File: config.mk
export PLATFORM = sky130hd
export DESIGN_NAME = rf_port_scheduler_flat
export DESIGN_NICKNAME = d
export VERILOG_FILES = /design/src/rtl/rf_port_scheduler_pkg.sv /design/src/rtl/rf_port_scheduler_if.sv /design/src/rtl/rf_port_scheduler_rr_arbiter_2.sv /design/src/rtl/rf_port_scheduler.sv /design/src/flat_wrapper.sv
export SDC_FILE = /design/constraint.sdc
export NUM_CORES = 1
export LEC_CHECK = 0
export ABC_AREA = 1
export BUFFER_PORTS_ARGS = -buffer_cell sky130_fd_sc_hd__buf_2
export CAP_MARGIN = 20
export CORE_ASPECT_RATIO = 0.75
export CORE_UTILIZATION = 43
export CTS_CLUSTER_SIZE = 16
export DETAILED_ROUTE_END_ITERATION = 16
export PLACE_DENSITY = 0.75
export SLEW_MARGIN = 10
export SYNTH_ARGS = -nofsm -noshare
export SYNTH_HDL_FRONTEND = slang
export SYNTH_SLANG_ARGS = --single-unit
File: constraint.sdc
create_clock -name clk -period 1.4 [get_ports clk]
set_input_delay 0.21 -clock clk [delete_from_list [all_inputs] [get_ports clk]]
set_output_delay 0.21 -clock clk [all_outputs]
set_load 0.01 [all_outputs]
File: src/rtl/rf_port_scheduler_pkg.sv
// rf_port_scheduler_pkg
//   Shared definitions for the register-file port scheduler: default data and
//   address widths, the FSM state encoding and the request opcode values.
package rf_port_scheduler_pkg;

  localparam int DEF_DATA_WIDTH = 32;
  localparam int DEF_ADDR_WIDTH = 5;

  typedef enum logic {
    ST_CLEAR = 1'b0,
    ST_RUN   = 1'b1
  } state_e;

  // Value of req_we_* selecting a read or a write.
  localparam logic REQ_RD = 1'b0;
  localparam logic REQ_WR = 1'b1;

endpackage

File: src/rtl/rf_port_scheduler_if.sv
// rf_port_scheduler_if
//   Bundles the two requester channels and the register-file port.
//   Handshake: a request transfers in any cycle where req_valid_r & req_ready_r.
//   A requester holds valid and its payload until the transfer and never lets
//   valid depend on ready; ready may depend on both valids. rsp_valid_r is a
//   one-cycle pulse one cycle after a read transfer; writes get no response.
//   Modports:
//     slave  - the scheduler
//     master - requesters plus the register file (the environment)
interface rf_port_scheduler_if
  import rf_port_scheduler_pkg::*;
#(
  parameter int DATA_WIDTH = DEF_DATA_WIDTH,
  parameter int ADDR_WIDTH = DEF_ADDR_WIDTH
);
  logic                  req_valid_0, req_ready_0, req_we_0;
  logic [ADDR_WIDTH-1:0] req_addr1_0, req_addr2_0;
  logic [DATA_WIDTH-1:0] req_wdata_0;
  logic                  rsp_valid_0;
  logic [DATA_WIDTH-1:0] rsp_data1_0, rsp_data2_0;

  logic                  req_valid_1, req_ready_1, req_we_1;
  logic [ADDR_WIDTH-1:0] req_addr1_1, req_addr2_1;
  logic [DATA_WIDTH-1:0] req_wdata_1;
  logic                  rsp_valid_1;
  logic [DATA_WIDTH-1:0] rsp_data1_1, rsp_data2_1;

  logic                  rf_read, rf_write;
  logic [ADDR_WIDTH-1:0] rf_addr_r1, rf_addr_r2, rf_addr_w;
  logic [DATA_WIDTH-1:0] rf_data_w;
  logic [DATA_WIDTH-1:0] rf_data_r1, rf_data_r2;

  modport slave (
    input  req_valid_0, req_we_0, req_addr1_0, req_addr2_0, req_wdata_0,
    input  req_valid_1, req_we_1, req_addr1_1, req_addr2_1, req_wdata_1,
    input  rf_data_r1, rf_data_r2,
    output req_ready_0, rsp_valid_0, rsp_data1_0, rsp_data2_0,
    output req_ready_1, rsp_valid_1, rsp_data1_1, rsp_data2_1,
    output rf_read, rf_write, rf_addr_r1, rf_addr_r2, rf_addr_w, rf_data_w
  );

  modport master (
    output req_valid_0, req_we_0, req_addr1_0, req_addr2_0, req_wdata_0,
    output req_valid_1, req_we_1, req_addr1_1, req_addr2_1, req_wdata_1,
    output rf_data_r1, rf_data_r2,
    input  req_ready_0, rsp_valid_0, rsp_data1_0, rsp_data2_0,
    input  req_ready_1, rsp_valid_1, rsp_data1_1, rsp_data2_1,
    input  rf_read, rf_write, rf_addr_r1, rf_addr_r2, rf_addr_w, rf_data_w
  );

endinterface

File: src/rtl/rf_port_scheduler_rr_arbiter_2.sv
// rr_arbiter_2
//   Two-way round-robin arbiter.
//   Ports:
//     clk, rst  - clock, synchronous active-high reset (prio -> 0)
//     valid[1:0]- request lines
//     advance   - a granted request transferred this cycle
//     grant[1:0]- one-hot (or zero) grant, combinational from valid and prio
//     prio      - requester that wins when both are valid
module rr_arbiter_2 (
  input  logic       clk,
  input  logic       rst,
  input  logic [1:0] valid,
  input  logic       advance,
  output logic [1:0] grant,
  output logic       prio
);

  always_comb begin
    grant = valid;
    if (valid == 2'b11) grant = prio ? 2'b10 : 2'b01;
  end

  // After a transfer the other requester gets priority: granting 0 hands
  // priority to 1 and vice versa.
  always_ff @(posedge clk) begin
    if (rst)          prio <= 1'b0;
    else if (advance) prio <= grant[0];
  end

endmodule

File: src/rtl/rf_port_scheduler.sv
// rf_port_scheduler
//   Shares a dual-read register file between requester 0 (control unit) and
//   requester 1 (debug/scan). After reset it optionally zero-fills every
//   register (CLEAR), then arbitrates round-robin (RUN), issuing one read or
//   one write per cycle. Read data is registered and returned one cycle later.
//   Ports:
//     clk, rst  - clock, synchronous active-high reset
//     bus       - requester channels and register-file port (slave modport)
//     busy      - high while the zero-fill sweep runs
//     state_dbg - current FSM state
//     prio_dbg  - requester currently holding round-robin priority
module rf_port_scheduler
  import rf_port_scheduler_pkg::*;
#(
  parameter int DATA_WIDTH     = DEF_DATA_WIDTH,
  parameter int ADDR_WIDTH     = DEF_ADDR_WIDTH,
  parameter bit CLEAR_ON_RESET = 1'b1
) (
  input  logic                 clk,
  input  logic                 rst,
  rf_port_scheduler_if.slave   bus,
  output logic                 busy,
  output state_e               state_dbg,
  output logic                 prio_dbg
);

  state_e                state_q, state_d;
  logic [ADDR_WIDTH-1:0] clr_cnt_q, clr_cnt_d;
  logic [1:0]            valid, grant;
  logic                  run;
  logic                  rd_0, rd_1;

  // ---------------- FSM ----------------
  always_ff @(posedge clk) begin
    if (rst) begin
      if (CLEAR_ON_RESET) state_q <= ST_CLEAR;
      else                state_q <= ST_RUN;
      clr_cnt_q <= '0;
    end else begin
      state_q   <= state_d;
      clr_cnt_q <= clr_cnt_d;
    end
  end

  always_comb begin
    state_d   = state_q;
    clr_cnt_d = clr_cnt_q;
    case (state_q)
      ST_CLEAR: begin
        clr_cnt_d = clr_cnt_q + 1'b1;
        if (clr_cnt_q == '1) state_d = ST_RUN;
      end
      ST_RUN:   state_d = ST_RUN;
      default:  state_d = ST_RUN;
    endcase
  end

  assign run       = (state_q == ST_RUN);
  assign busy      = (state_q == ST_CLEAR);
  assign state_dbg = state_q;

  // ---------------- Arbitration ----------------
  // Requests are hidden from the arbiter during CLEAR so no ready is raised.
  assign valid = {bus.req_valid_1, bus.req_valid_0} & {2{run}};

  rr_arbiter_2 u_arb (
    .clk     (clk),
    .rst     (rst),
    .valid   (valid),
    .advance (|grant),
    .grant   (grant),
    .prio    (prio_dbg)
  );

  assign bus.req_ready_0 = grant[0];
  assign bus.req_ready_1 = grant[1];

  // ---------------- Register-file issue mux ----------------
  always_comb begin
    bus.rf_read    = 1'b0;
    bus.rf_write   = 1'b0;
    bus.rf_addr_r1 = '0;
    bus.rf_addr_r2 = '0;
    bus.rf_addr_w  = '0;
    bus.rf_data_w  = '0;
    if (busy) begin
      bus.rf_write  = 1'b1;
      bus.rf_addr_w = clr_cnt_q;
    end else if (grant[0]) begin
      if (bus.req_we_0 == REQ_WR) begin
        bus.rf_write  = 1'b1;
        bus.rf_addr_w = bus.req_addr1_0;
        bus.rf_data_w = bus.req_wdata_0;
      end else begin
        bus.rf_read    = 1'b1;
        bus.rf_addr_r1 = bus.req_addr1_0;
        bus.rf_addr_r2 = bus.req_addr2_0;
      end
    end else if (grant[1]) begin
      if (bus.req_we_1 == REQ_WR) begin
        bus.rf_write  = 1'b1;
        bus.rf_addr_w = bus.req_addr1_1;
        bus.rf_data_w = bus.req_wdata_1;
      end else begin
        bus.rf_read    = 1'b1;
        bus.rf_addr_r1 = bus.req_addr1_1;
        bus.rf_addr_r2 = bus.req_addr2_1;
      end
    end
  end

  // ---------------- Read responses ----------------
  assign rd_0 = grant[0] & (bus.req_we_0 == REQ_RD);
  assign rd_1 = grant[1] & (bus.req_we_1 == REQ_RD);

  // Data registers only load on a read for their own requester so the last
  // result stays visible until the next read.
  always_ff @(posedge clk) begin
    if (rst) begin
      bus.rsp_valid_0 <= 1'b0;
      bus.rsp_valid_1 <= 1'b0;
      bus.rsp_data1_0 <= '0;
      bus.rsp_data2_0 <= '0;
      bus.rsp_data1_1 <= '0;
      bus.rsp_data2_1 <= '0;
    end else begin
      bus.rsp_valid_0 <= rd_0;
      bus.rsp_valid_1 <= rd_1;
      if (rd_0) begin
        bus.rsp_data1_0 <= bus.rf_data_r1;
        bus.rsp_data2_0 <= bus.rf_data_r2;
      end
      if (rd_1) begin
        bus.rsp_data1_1 <= bus.rf_data_r1;
        bus.rsp_data2_1 <= bus.rf_data_r2;
      end
    end
  end

endmodule

File: src/flat_wrapper.sv
// flat-port wrapper written by rule: the top's interface ports become plain ports
module rf_port_scheduler_flat import rf_port_scheduler_pkg::*;
#(
  parameter int DATA_WIDTH     = DEF_DATA_WIDTH,
  parameter int ADDR_WIDTH     = DEF_ADDR_WIDTH,
  parameter bit CLEAR_ON_RESET = 1'b1
)
  (clk, rst, busy, state_dbg, prio_dbg, bus_req_valid_0, bus_req_we_0, bus_req_addr1_0, bus_req_addr2_0, bus_req_wdata_0, bus_req_valid_1, bus_req_we_1, bus_req_addr1_1, bus_req_addr2_1, bus_req_wdata_1, bus_rf_data_r1, bus_rf_data_r2, bus_req_ready_0, bus_rsp_valid_0, bus_rsp_data1_0, bus_rsp_data2_0, bus_req_ready_1, bus_rsp_valid_1, bus_rsp_data1_1, bus_rsp_data2_1, bus_rf_read, bus_rf_write, bus_rf_addr_r1, bus_rf_addr_r2, bus_rf_addr_w, bus_rf_data_w);
  rf_port_scheduler_if #(.DATA_WIDTH(DATA_WIDTH), .ADDR_WIDTH(ADDR_WIDTH)) bus_i ();
  input  logic clk;
  input  logic rst;
  output logic busy;
  output state_e state_dbg;
  output logic prio_dbg;
  input wire logic [$bits(bus_i.req_valid_0)-1:0] bus_req_valid_0;
  input wire logic [$bits(bus_i.req_we_0)-1:0] bus_req_we_0;
  input wire logic [$bits(bus_i.req_addr1_0)-1:0] bus_req_addr1_0;
  input wire logic [$bits(bus_i.req_addr2_0)-1:0] bus_req_addr2_0;
  input wire logic [$bits(bus_i.req_wdata_0)-1:0] bus_req_wdata_0;
  input wire logic [$bits(bus_i.req_valid_1)-1:0] bus_req_valid_1;
  input wire logic [$bits(bus_i.req_we_1)-1:0] bus_req_we_1;
  input wire logic [$bits(bus_i.req_addr1_1)-1:0] bus_req_addr1_1;
  input wire logic [$bits(bus_i.req_addr2_1)-1:0] bus_req_addr2_1;
  input wire logic [$bits(bus_i.req_wdata_1)-1:0] bus_req_wdata_1;
  input wire logic [$bits(bus_i.rf_data_r1)-1:0] bus_rf_data_r1;
  input wire logic [$bits(bus_i.rf_data_r2)-1:0] bus_rf_data_r2;
  output wire logic [$bits(bus_i.req_ready_0)-1:0] bus_req_ready_0;
  output wire logic [$bits(bus_i.rsp_valid_0)-1:0] bus_rsp_valid_0;
  output wire logic [$bits(bus_i.rsp_data1_0)-1:0] bus_rsp_data1_0;
  output wire logic [$bits(bus_i.rsp_data2_0)-1:0] bus_rsp_data2_0;
  output wire logic [$bits(bus_i.req_ready_1)-1:0] bus_req_ready_1;
  output wire logic [$bits(bus_i.rsp_valid_1)-1:0] bus_rsp_valid_1;
  output wire logic [$bits(bus_i.rsp_data1_1)-1:0] bus_rsp_data1_1;
  output wire logic [$bits(bus_i.rsp_data2_1)-1:0] bus_rsp_data2_1;
  output wire logic [$bits(bus_i.rf_read)-1:0] bus_rf_read;
  output wire logic [$bits(bus_i.rf_write)-1:0] bus_rf_write;
  output wire logic [$bits(bus_i.rf_addr_r1)-1:0] bus_rf_addr_r1;
  output wire logic [$bits(bus_i.rf_addr_r2)-1:0] bus_rf_addr_r2;
  output wire logic [$bits(bus_i.rf_addr_w)-1:0] bus_rf_addr_w;
  output wire logic [$bits(bus_i.rf_data_w)-1:0] bus_rf_data_w;
  assign bus_i.req_valid_0 = bus_req_valid_0;
  assign bus_i.req_we_0 = bus_req_we_0;
  assign bus_i.req_addr1_0 = bus_req_addr1_0;
  assign bus_i.req_addr2_0 = bus_req_addr2_0;
  assign bus_i.req_wdata_0 = bus_req_wdata_0;
  assign bus_i.req_valid_1 = bus_req_valid_1;
  assign bus_i.req_we_1 = bus_req_we_1;
  assign bus_i.req_addr1_1 = bus_req_addr1_1;
  assign bus_i.req_addr2_1 = bus_req_addr2_1;
  assign bus_i.req_wdata_1 = bus_req_wdata_1;
  assign bus_i.rf_data_r1 = bus_rf_data_r1;
  assign bus_i.rf_data_r2 = bus_rf_data_r2;
  assign bus_req_ready_0 = bus_i.req_ready_0;
  assign bus_rsp_valid_0 = bus_i.rsp_valid_0;
  assign bus_rsp_data1_0 = bus_i.rsp_data1_0;
  assign bus_rsp_data2_0 = bus_i.rsp_data2_0;
  assign bus_req_ready_1 = bus_i.req_ready_1;
  assign bus_rsp_valid_1 = bus_i.rsp_valid_1;
  assign bus_rsp_data1_1 = bus_i.rsp_data1_1;
  assign bus_rsp_data2_1 = bus_i.rsp_data2_1;
  assign bus_rf_read = bus_i.rf_read;
  assign bus_rf_write = bus_i.rf_write;
  assign bus_rf_addr_r1 = bus_i.rf_addr_r1;
  assign bus_rf_addr_r2 = bus_i.rf_addr_r2;
  assign bus_rf_addr_w = bus_i.rf_addr_w;
  assign bus_rf_data_w = bus_i.rf_data_w;
  rf_port_scheduler #(.DATA_WIDTH(DATA_WIDTH), .ADDR_WIDTH(ADDR_WIDTH), .CLEAR_ON_RESET(CLEAR_ON_RESET)) u_core (.clk(clk), .rst(rst), .bus(bus_i), .busy(busy), .state_dbg(state_dbg), .prio_dbg(prio_dbg));
endmodule
# After elaboration in Yosys (flattened, before gate mapping)
# Cells that the tools add are included.
dict set report op_classes {
  n_addsub 1
  bitwise 6
  n_mux 34
  reduce_logical 1
  eq_ne 2
}
# op n
set ops {}
lappend ops {{$mux W32} 5}
lappend ops {{$mux W5} 15}
lappend ops {{$mux W1} 11}
lappend ops {{$add A5 B1 Y5 const B} 1}
lappend ops {{$eq A5 B5 Y1 const B} 1}
lappend ops {{$mux W2} 2}
lappend ops {{$not A1 Y1} 3}
lappend ops {{$and A1 B1 Y1} 2}
lappend ops {{$and A2 B2 Y2} 1}
lappend ops {{$eq A2 B2 Y1 const B} 1}
lappend ops {{$pmux W1 S2} 1}
lappend ops {{$reduce_or A2 Y1} 1}
dict set report word_totals {
  regBits 137
  output_inout_bits 184
  input_bits 154
  elab_cells 53
}

# Depth between registers and ports, before layout
# Gate-level depths: netlist of run 1.
dict set report depth {
  ltp_word 6
  mapped_depth 9
  depth_no_buf 6
}

# Hierarchy
# From an unflattened synthesis of run 1, not the netlist that was laid out.
dict set report hier_totals {
  cells_unflattened 800
  area_unflattened_um2 5718.0
}
# mod instances area_per_inst_um2 cells_per_inst seq_area_each_um2
set by_module_without_submodules {}
lappend by_module_without_submodules {rf_port_scheduler 1 5656.7 789 2722.6}
lappend by_module_without_submodules {rr_arbiter_2 1 61.3 11 20.0}

# Worst setup path before layout of run 1
# Ideal clock, no wire load.
dict set report synth_timing {
  path_type {reg2out}
  start {register u_core.state_q, in the netlist u_core.state_dbg}
  end {output bus_rf_addr_r1[0]}
  path_stages_with_launch 9
  path_slack_ns -0.027
  arrival_ns 1.217
  path_cell_list {dfxtp_1 -> buf_4 -> nand2_1 -> inv_2 -> nand3_2 -> buf_4 -> clkinv_1 -> nand2_1 -> nand2_1}
}
dict set report synth_between {
  elab_chain_len 6
}
# element line_no
set synth_lines {}
lappend synth_lines {{from (decl)} rf_port_scheduler.sv:27} ;# state_e state_q, state_d;
lappend synth_lines {{from (signal assigned)} rf_port_scheduler.sv:40} ;# state_q <= state_d;
lappend synth_lines {{$and A2 B2 Y2} rf_port_scheduler.sv:64} ;# assign valid = {bus.req_valid_1, bus.req_valid_0} & {2{run}};
lappend synth_lines {{$eq A2 B2 Y1} rf_port_scheduler_rr_arbiter_2.sv:20} ;# if (valid == 2'b11) grant = prio ? 2'b10 : 2'b01;
lappend synth_lines {{$mux W2} rf_port_scheduler_rr_arbiter_2.sv:20}
lappend synth_lines {{$mux W5} rf_port_scheduler.sv:99} ;# end else if (grant[1]) begin
lappend synth_lines {{$mux W5} rf_port_scheduler.sv:89} ;# end else if (grant[0]) begin
lappend synth_lines {{$mux W5 *} rf_port_scheduler.sv:86} ;# if (busy) begin
lappend synth_lines {{to (decl)} flat_wrapper.sv:37} ;# output wire logic [$bits(bus_i.rf_addr_r1)-1:0] bus_rf_addr_r1;
# Every way passes the cells marked *; elsewhere a longest branch is shown, timed or not.

# Final worst setup path of run 1
dict set report layout_timing {
  start {register u_core.state_q, in the netlist u_core.state_dbg}
  end {output bus_rf_data_w[1]}
}
dict set report layout_between {
  elab_chain_len 6
}
# element line_no
set layout_lines {}
lappend layout_lines {{$and A2 B2 Y2} rf_port_scheduler.sv:64}
lappend layout_lines {{$eq A2 B2 Y1} rf_port_scheduler_rr_arbiter_2.sv:20}
lappend layout_lines {{$mux W2} rf_port_scheduler_rr_arbiter_2.sv:20}
lappend layout_lines {{$mux W32} rf_port_scheduler.sv:99}
lappend layout_lines {{$mux W32} rf_port_scheduler.sv:89}
lappend layout_lines {{$mux W32 *} rf_port_scheduler.sv:86}
lappend layout_lines {{to (decl)} flat_wrapper.sv:40} ;# output wire logic [$bits(bus_i.rf_data_w)-1:0] bus_rf_data_w;
# Marks and branches as above.

==> results of run 1 <==
==> stage by stage <==
step,cell area (sq um),power (mW),hold WS [ps]
6_report,10100,8.96,32.3
5_1_grt,10100,9.27,28.8
4_1_cts,9810,9.01,22.1
3_5_place_dp,9030,4.58,454
3_3_place_gp,9030,4.58,450
2_1_floorplan,6970,4.22,279
==> sequential cells by signal (all words and copies together), names as in the netlist <==
signal,flops
u_core.bus.rsp_valid_0,1
u_core.bus.rsp_data1_1,32
u_core.bus.rsp_data1_0,32
u_core.clr_cnt_q,5
u_core.bus.rsp_data2_0,32
u_core.state_dbg,1
u_core.bus.rsp_data2_1,32
u_core.u_arb.prio,1
u_core.bus.rsp_valid_1,1
==> critical path, stage by stage (launching register included) <==
cell and delay (ps):
dfxtp_4 380, nand2_4 60, nor2_4 210, buf_12 150, clkbuf_16 140, nand3_1 60, nand2_1 90, buf_2 150
==> layer usage <==
layer  track usage  share of wire  routed length, um  vias up
met1         0.335           0.42               9890     3513
met5             0              0                  0        -
li1              -              -                  -     4074
met3         0.114           0.11               2690       39
met2         0.423           0.44              10400      353
met4        0.0803          0.020                467        0
==> cell type report <==
cell class                      instances  area (sq um)
Multi-Input combinational cell        696          3020
Tap cell                              205           256
Clock inverter                         10           118
Sequential cell                       137          2750
Fill cell                            1442          5440
Timing Repair Buffer                  385          2450
Clock buffer                           22           464
Inverter                              268          1020
==> synthesized netlist by cell type <==
| master | count | area [sq um] |
|---|---|---|
| a21oi_1 | 6 | 30.0 |
| and3_1 | 2 | 12.5 |
| buf_1 | 5 | 18.8 |
| buf_2 | 34 | 170 |
| buf_4 | 6 | 45.0 |
| buf_6 | 3 | 33.8 |
| clkbuf_1 | 20 | 75.1 |
| clkinv_1 | 4 | 15.0 |
| dfxtp_1 | 137 | 2740 |
| ha_1 | 2 | 25.0 |
| inv_1 | 262 | 983 |
| inv_2 | 2 | 7.51 |
| nand2_1 | 367 | 1380 |
| nand3_1 | 45 | 225 |
| nand3_2 | 1 | 10.0 |
| nand3b_1 | 1 | 7.51 |
| nand4_1 | 64 | 400 |
| nor2_1 | 202 | 758 |
| nor2_2 | 1 | 6.26 |
| nor3_1 | 1 | 5.00 |
| o211ai_1 | 1 | 7.51 |
| o21ai_0 | 2 | 10.0 |
| or2_2 | 1 | 6.26 |
==> final timing paths <==
kind                            slack (ps)                    endpoint
worst max register to register        -100  u_core.bus.rsp_data2_1[14]
worst min register to register         480         u_core.clr_cnt_q[1]
worst min-delay path                    30  u_core.bus.rsp_data2_0[16]
worst max-delay path                  -470            bus_rf_data_w[1]
==> power by group <==
part           internal, mW  leakage, nW  switching [mW]
clock network          2.72        0.284            1.71
logic                 0.257         4.78           0.357
registers              3.90         1.10         0.00494
total                  6.88         6.17            2.07
==> what timing repair did <==
item                       in CTS  in global routing
setup endpoints to repair     112                141
pin swaps                       2                 12
buffers inserted                4                  2
hold endpoints to repair        0                  0
gates resized for setup        26                 38
gates cloned                    2                  7
==> kinds of logic after synthesis <==
family,synth area share
AOI/OAI and AO/OA,0.00682
adders and majority gates,0.00359
buffers and inverters,0.193
DFF,0.393
and+or+nand+nor,0.403
==> impl_metrics.py, run 1 <==
metrics = {
    "grt": {
        "grt-ovfl-total": 0,
        "grt_pass1_vias": 7130,
        "grt_max_degree": 61,
        "grt_pass1_wl_um": 35500,
        "grt_antenna_before_repair": 0,
        "grt_usage": 0.270,
    },
    "detailed_routing": {
        "routed-via-count": 7979,
        "firstDrtPassIters": 6,
        "drc": 0,
        "drtIter0Drc": 487,
        "via_per_inst": 4.63,
        "antenna_left": 0,
        "wire_per_inst_um": 13.6,
        "wl_um": 23500,
    },
    "sta": {
        "tightest_slew_ps": 681,
        "setup_tns_ps": -22080,
        "setup_viol": 111,
        "slew-limit-headroom": 0.546,
        "hold_viol": 0,
        "fin_skew_ps": 9.15,
        "fmax_mhz": 535,
        "rsz0062_at_grt": "yes",
        "layout_setup_ws_ps": -471,
        "drv_slew": 0,
        "finalCritPeriodShare": 1.34,
        "fin_crit_ps": 1870,
    },
    "yosys": {
        "ys_seq_area_frac": 0.393,
        "synthCells": 1169,
        "synth_fp_nets": 1325,
        "yosysWarnings": 0,
        "syn_area_per_cell_sq_um": 5.96,
        "ys_ff_latch": 137,
        "synth_cell_types": 23,
        "synth_area_sq_mm": 0.00697,
    },
    "floorplan": {
        "die_area_sq_mm": 0.0167,
        "coreArea_sq_mm": 0.0155,
        "die_width_um": 149,
        "die_h_um": 112,
        "io_pins": 338,
        "row_count": 39,
        "start_util": 0.449,
    },
    "setup_path": {
        "end_kind": "output pin",
        "r2r_start": "u_core.u_arb.prio",
        "crit_type": "flip-flop to output pin",
        "cp-startpoint": "u_core.state_dbg",
        "path_max_fanout": 5,
        "rr_worst_depth": 6,
        "cp-start-kind": "flip-flop",
        "cp.required_ps": 1190,
        "worstPathArrival_ps": 1660,
    },
    "place": {
        "post-place-ws_ps": -74.3,
        "io_buffers": 337,
        "dp_cells": 1678,
        "dp_hpwl_um": 16000,
        "gp_congestion": 0.990,
    },
    "cells_and_area": {
        "instances_no_fill": 1723,
        "final_cell_mix": "nand2_1 (351), buf_2 (328), inv_1 (259)",
        "nets": 1661,
        "diodes": 0,
        "final_common_cell": "nand2_1",
        "synthToLayoutAreaGrowth_pct": 44.5,
        "layout-drive-gt1-share": 0.301,
        "final_core_util": 0.649,
    },
    "power_and_ir_drop": {
        "peakVddDrop_v": 0.000795,
        "power_density_mw_per_mm2": 889,
        "p_leak_nw": 6.17,
    },
    "clock_network": {
        "clk_latency_ps": 410,
        "htree_levels": 4,
        "postCtsHoldBufs": 0,
        "clkSinkCount": 137,
        "cts_buffers": 17,
        "cts_tree": "built",
        "clockBufferDepth": 2,
        "path_clk_slew_ps": 60,
        "cts_root_buf": "clkbuf_16",
    },
    "status": {
        "violations": "setup timing",
        "status": "finished, violations left",
    },
    "worst_hold_path": {
        "worstHoldStart": "bus_rf_data_r2[16]",
        "min-delay-path-class": "input pin to flip-flop",
        "whs_path_depth": 3,
    },
    "run": {
        "drv_cap": 0,
    },
}
Note: power is estimated with default switching activity, not from simulation.
==> inputs of run 2 (changes only) <==
CORE_AREA = 2 2 133 135   (was unset)
CORE_ASPECT_RATIO = unset   (was 0.75)
CORE_UTILIZATION = unset   (was 43)
DIE_AREA = 0 0 135 137   (was unset)
PLACE_DENSITY = 0.72   (was 0.75)
clock period = 2.4 ns   (was 1.4 ns; I/O delays follow)
==> impl_metrics.py, run 2 (same netlist as run 1, synthesis figures left out) <==
metrics = {
    "floorplan": {
        "die_h_um": 137,
        "die_area_sq_mm": 0.0185,
        "coreArea_sq_mm": 0.0171,
        "io_pins": 338,
        "row_count": 48,
        "start_util": 0.409,
        "die_width_um": 135,
    },
    "sta": {
        "finalCritPeriodShare": 0.949,
        "drv_slew": 0,
        "hold_viol": 0,
        "fin_skew_ps": 7.89,
        "setup_viol": 0,
        "fin_crit_ps": 2280,
        "fmax_mhz": 439,
        "rsz0062_at_grt": "no",
        "slew-limit-headroom": 0.498,
        "tightest_slew_ps": 753,
        "setup_tns_ps": 0,
    },
    "clock_network": {
        "cts_buffers": 17,
        "cts_root_buf": "clkbuf_16",
        "htree_levels": 4,
        "path_clk_slew_ps": 60,
        "cts_tree": "built",
        "clkSinkCount": 137,
        "clockBufferDepth": 2,
        "clk_latency_ps": 410,
    },
    "place": {
        "gp_congestion": 0.828,
        "dp_cells": 1679,
        "io_buffers": 337,
        "dp_hpwl_um": 16500,
    },
    "detailed_routing": {
        "drtIter0Drc": 308,
        "firstDrtPassIters": 5,
        "wire_per_inst_um": 13.3,
        "via_per_inst": 4.46,
        "wl_um": 22800,
        "routed-via-count": 7629,
        "drc": 0,
        "antenna_left": 0,
    },
    "cells_and_area": {
        "instances_no_fill": 1712,
        "num-fill-cells": 1696,
        "nets": 1629,
        "final_core_util": 0.552,
        "layout-drive-gt1-share": 0.265,
        "synthToLayoutAreaGrowth_pct": 34.9,
        "final_common_cell": "nand2_1",
        "final_cell_mix": "nand2_1 (366), buf_2 (337), inv_1 (261)",
    },
    "grt": {
        "grt_pass1_wl_um": 34000,
        "grt-ovfl-total": 0,
        "top_usage_layer": "met2",
        "grt_usage": 0.235,
        "grt_max_degree": 72,
        "use_met1": 0.261,
        "use_met2": 0.409,
        "grt_antenna_before_repair": 2,
        "grt.met3_usage": 0.0607,
        "grt_pass1_vias": 6547,
    },
    "setup_path": {
        "crit_type": "flip-flop to output pin",
        "cp.required_ps": 2040,
        "end_kind": "output pin",
        "worstPathArrival_ps": 1920,
        "path_max_fanout": 40,
        "rr_worst_depth": 7,
        "cp-start-kind": "flip-flop",
    },
    "worst_hold_path": {
        "whs_path_depth": 3,
        "min-delay-path-class": "input pin to flip-flop",
    },
    "power_and_ir_drop": {
        "p_leak_nw": 5.84,
        "finalPower_mw": 5.50,
        "power_density_mw_per_mm2": 584,
        "peakVddDrop_v": 0.000446,
    },
    "status": {
        "status": "completed",
    },
    "run": {
        "drv_cap": 0,
    },
}
## run 2: changes by cell type in the layout (fill, tap and decap cells not counted), moves of 4 or more
| cell | change |
|---|---|
| buf_12 | -18 |
| nand2_1 | +15 |
| nand2_2 | -10 |
| buf_2 | +9 |
| buf_6 | -9 |
| buf_4 | -7 |
| nor2_1 | +7 |
| clkbuf_16 | -5 |
| nand2_4 | -5 |
| nor2_2 | -5 |
| nand3_1 | +4 |
## run 2: what timing repair did
action                     4_1_cts  5_1_grt
hold buffers                     0        0
pin swaps                        0        0
resized for setup                1        2
setup buffers                    0        0
setup endpoints to repair       24       15
## run 2: through the flow
stage                     hold WS [ps]  setup WS (ps)  area (sq um)
after CTS                          163           91.0          9400
after global routing               176           35.7          9410
after floorplan                    429            823          6970
after global placement             470            455          8750
after detailed placement           479            400          8750
final                              174            123          9410
## run 2: final timing paths
check,slack (ps),endpoint,start
worst max-delay path,120,bus_rf_data_w[23],u_core.state_dbg
worst min-delay path,170,u_core.bus.rsp_data1_0[14],bus_rf_data_r1[14]
worst max register to register,710,u_core.bus.rsp_data1_0[27],u_core.state_dbg
worst min register to register,490,u_core.clr_cnt_q[1],u_core.clr_cnt_q[1]
## run 2: area by class of cell
cell class                      instances  area [sq um]  share of cell area
Antenna cell                            2          5.00            0.000532
Clock buffer                           18           429              0.0456
Clock inverter                         13           215              0.0229
Inverter                              268          1010               0.107
Multi-Input combinational cell        696          2900               0.308
Sequential cell                       137          2740               0.292
Tap cell                              225           282              0.0299
Timing Repair Buffer                  353          1830               0.194
## run 2: worst max-delay path, stage by stage, from the launching register on
cell and delay [ps]:
dfxtp_2 430, nand2_1 130, nor2_2 130, buf_6 270
nand3_1 270, nand2_1 130, buf_2 130
## run 2: where the power goes
group          total [mW]  internal (mW)  switching (mW)
clock                2.89           1.85            1.03
combinational       0.327          0.130           0.196
sequential           2.28           2.28         0.00412
total                5.50           4.26            1.23
## run 2: layer usage
metal | up-vias | routed length, um | part of all wire
li1 | 3998 | - | -
met1 | 3315 | 8700 | 0.38
met2 | 263 | 11600 | 0.51
met3 | 53 | 1550 | 0.068
met4 | 0 | 955 | 0.042
met5 | - | 0 | 0
==> inputs of run 3 (changes only) <==
PLACE_DENSITY = 0.82   (was 0.72)
SETUP_SLACK_MARGIN = 0.05   (was unset)
==> impl_metrics.py, run 3 (same netlist as run 1, synthesis figures left out) <==
metrics = {
    "clock_network": {
        "cts_buffers": 17,
        "clk_latency_ps": 420,
        "clockBufferDepth": 2,
        "path_clk_slew_ps": 60,
        "postCtsHoldBufs": 0,
        "cts_root_buf": "clkbuf_16",
        "htree_levels": 4,
        "cts_setup_buffers": 0,
        "cts_tree": "built",
        "clkSinkCount": 137,
    },
    "cells_and_area": {
        "instances_no_fill": 1714,
        "num-fill-cells": 1693,
        "stdcell_area_sq_mm": 0.00934,
        "synthToLayoutAreaGrowth_pct": 34.0,
        "seqCellArea_sq_mm": 0.00274,
        "final_common_cell": "nand2_1",
        "final_cell_mix": "nand2_1 (366), buf_2 (337), inv_1 (261)",
        "layout-drive-gt1-share": 0.266,
        "nets": 1630,
        "multi_input_area_sq_mm": 0.00290,
    },
    "sta": {
        "setup_tns_ps": 0,
        "fmax_mhz": 464,
        "finalCritPeriodShare": 0.898,
        "slew-limit-headroom": 0.519,
        "hold_viol": 0,
        "tightest_slew_ps": 722,
        "fin_crit_ps": 2160,
        "rsz0062_at_grt": "no",
        "drv_slew": 0,
        "fin_hold_ws_ps": 181,
        "setup_viol": 0,
        "fin_skew_ps": 5.61,
    },
    "detailed_routing": {
        "wl_um": 24000,
        "drc": 0,
        "via_per_inst": 4.53,
        "firstDrtPassIters": 7,
        "drtIter0Drc": 441,
        "antenna_left": 0,
        "wire_per_inst_um": 14.0,
        "routed-via-count": 7770,
    },
    "grt": {
        "grt_max_degree": 68,
        "grt_antenna_before_repair": 2,
        "grt_pass1_wl_um": 35700,
        "grt-ovfl-total": 0,
        "grt_usage": 0.250,
        "grt_pass1_vias": 6996,
    },
    "setup_path": {
        "path_max_fanout": 36,
        "worstPathArrival_ps": 1800,
        "end_kind": "output pin",
        "cp-start-kind": "flip-flop",
        "crit_type": "flip-flop to output pin",
        "cp.required_ps": 2040,
    },
    "floorplan": {
        "io_pins": 338,
        "die_h_um": 137,
        "coreArea_sq_mm": 0.0171,
        "die_area_sq_mm": 0.0185,
        "start_util": 0.409,
        "row_count": 48,
        "die_width_um": 135,
    },
    "status": {
        "status": "completed",
    },
    "place": {
        "dp_cells": 1680,
        "placed_cell_area_sq_mm": 0.00876,
        "gp_congestion": 0.883,
        "dp_hpwl_um": 17500,
        "io_buffers": 337,
    },
    "power_and_ir_drop": {
        "peakVddDrop_v": 0.000473,
        "power_density_mw_per_mm2": 554,
        "pwr-share-clk": 0.494,
        "combPwrFrac": 0.065,
        "pwr-share-seq": 0.441,
        "finalPower_mw": 5.18,
        "p_int_mw": 3.96,
        "power_switching_mw": 1.21,
        "netSwitchingFraction": 0.235,
        "p_leak_nw": 5.81,
    },
    "run": {
        "drv_cap": 0,
    },
    "worst_hold_path": {
        "min-delay-path-class": "input pin to flip-flop",
    },
}
[run 3: layer usage]
metal  vias up  global-route usage  wire (um)  share of wire
met5         -                   0          0              0
met1      3397               0.256       8870           0.37
met3        75              0.0722       1780          0.074
met2       297               0.442      11800           0.49
li1       4001                   -          -              -
met4         0               0.172       1490          0.062
[run 3: area by class of cell]
type	instances	area share
multi-input combinational	696	0.310
sequential	137	0.294
timing repair buffer	354	0.196
inverter	268	0.108
clock buffer	20	0.0478
tap	225	0.0301
clock inverter	12	0.0135
antenna	2	0.000536
[run 3: what timing repair did]
action                                  in CTS  in global routing
pin swaps                                    0                  0
hold endpoints to repair                     0                  0
endpoints found under the setup margin       7                 37
gates cloned                                 0                  0
gates resized for setup                      1                  1
[run 3: worst paths after layout]
path / from / end / slack (ps) / cells after the start
min reg2reg: u_core.clr_cnt_q[1] / u_core.clr_cnt_q[1] / 500 / 2
max reg2reg: u_core.state_dbg / u_core.bus.rsp_data2_1[22] / 680 / 6
max: u_core.state_dbg / bus_rf_addr_w[3] / 240 / 8
min: bus_rf_data_r1[9] / u_core.bus.rsp_data1_0[9] / 180 / 3
[run 3: power groups by stage]
| stage | registers (mW) | logic [mW] | clock network, mW |
|---|---|---|---|
| 6_report | 2.28 | 0.339 | 2.55 |
| 5_1_grt | 2.28 | 0.371 | 2.70 |
| 4_1_cts | 2.28 | 0.335 | 2.60 |
| 3_5_place_dp | 2.33 | 0.334 | 0 |
| 3_3_place_gp | 2.33 | 0.333 | 0 |
| 2_1_floorplan | 2.33 | 0.129 | 0 |
[run 3: metrics by stage]
step,worst slack [ps],utilization
after detailed placement,487,0.513
after floorplan,823,-
after global routing,88.4,0.548
final,244,0.548
after CTS,100,0.547
after global placement,579,0.513
[run 3: worst max-delay path, stage by stage, from the launching register on]
cell	delay, ps
dfxtp_2	420
nand2_1	130
inv_2	90
nand2_1	70
nor2_2	100
buf_6	260
nand2_1	80
nand3_1	70
buf_2	140
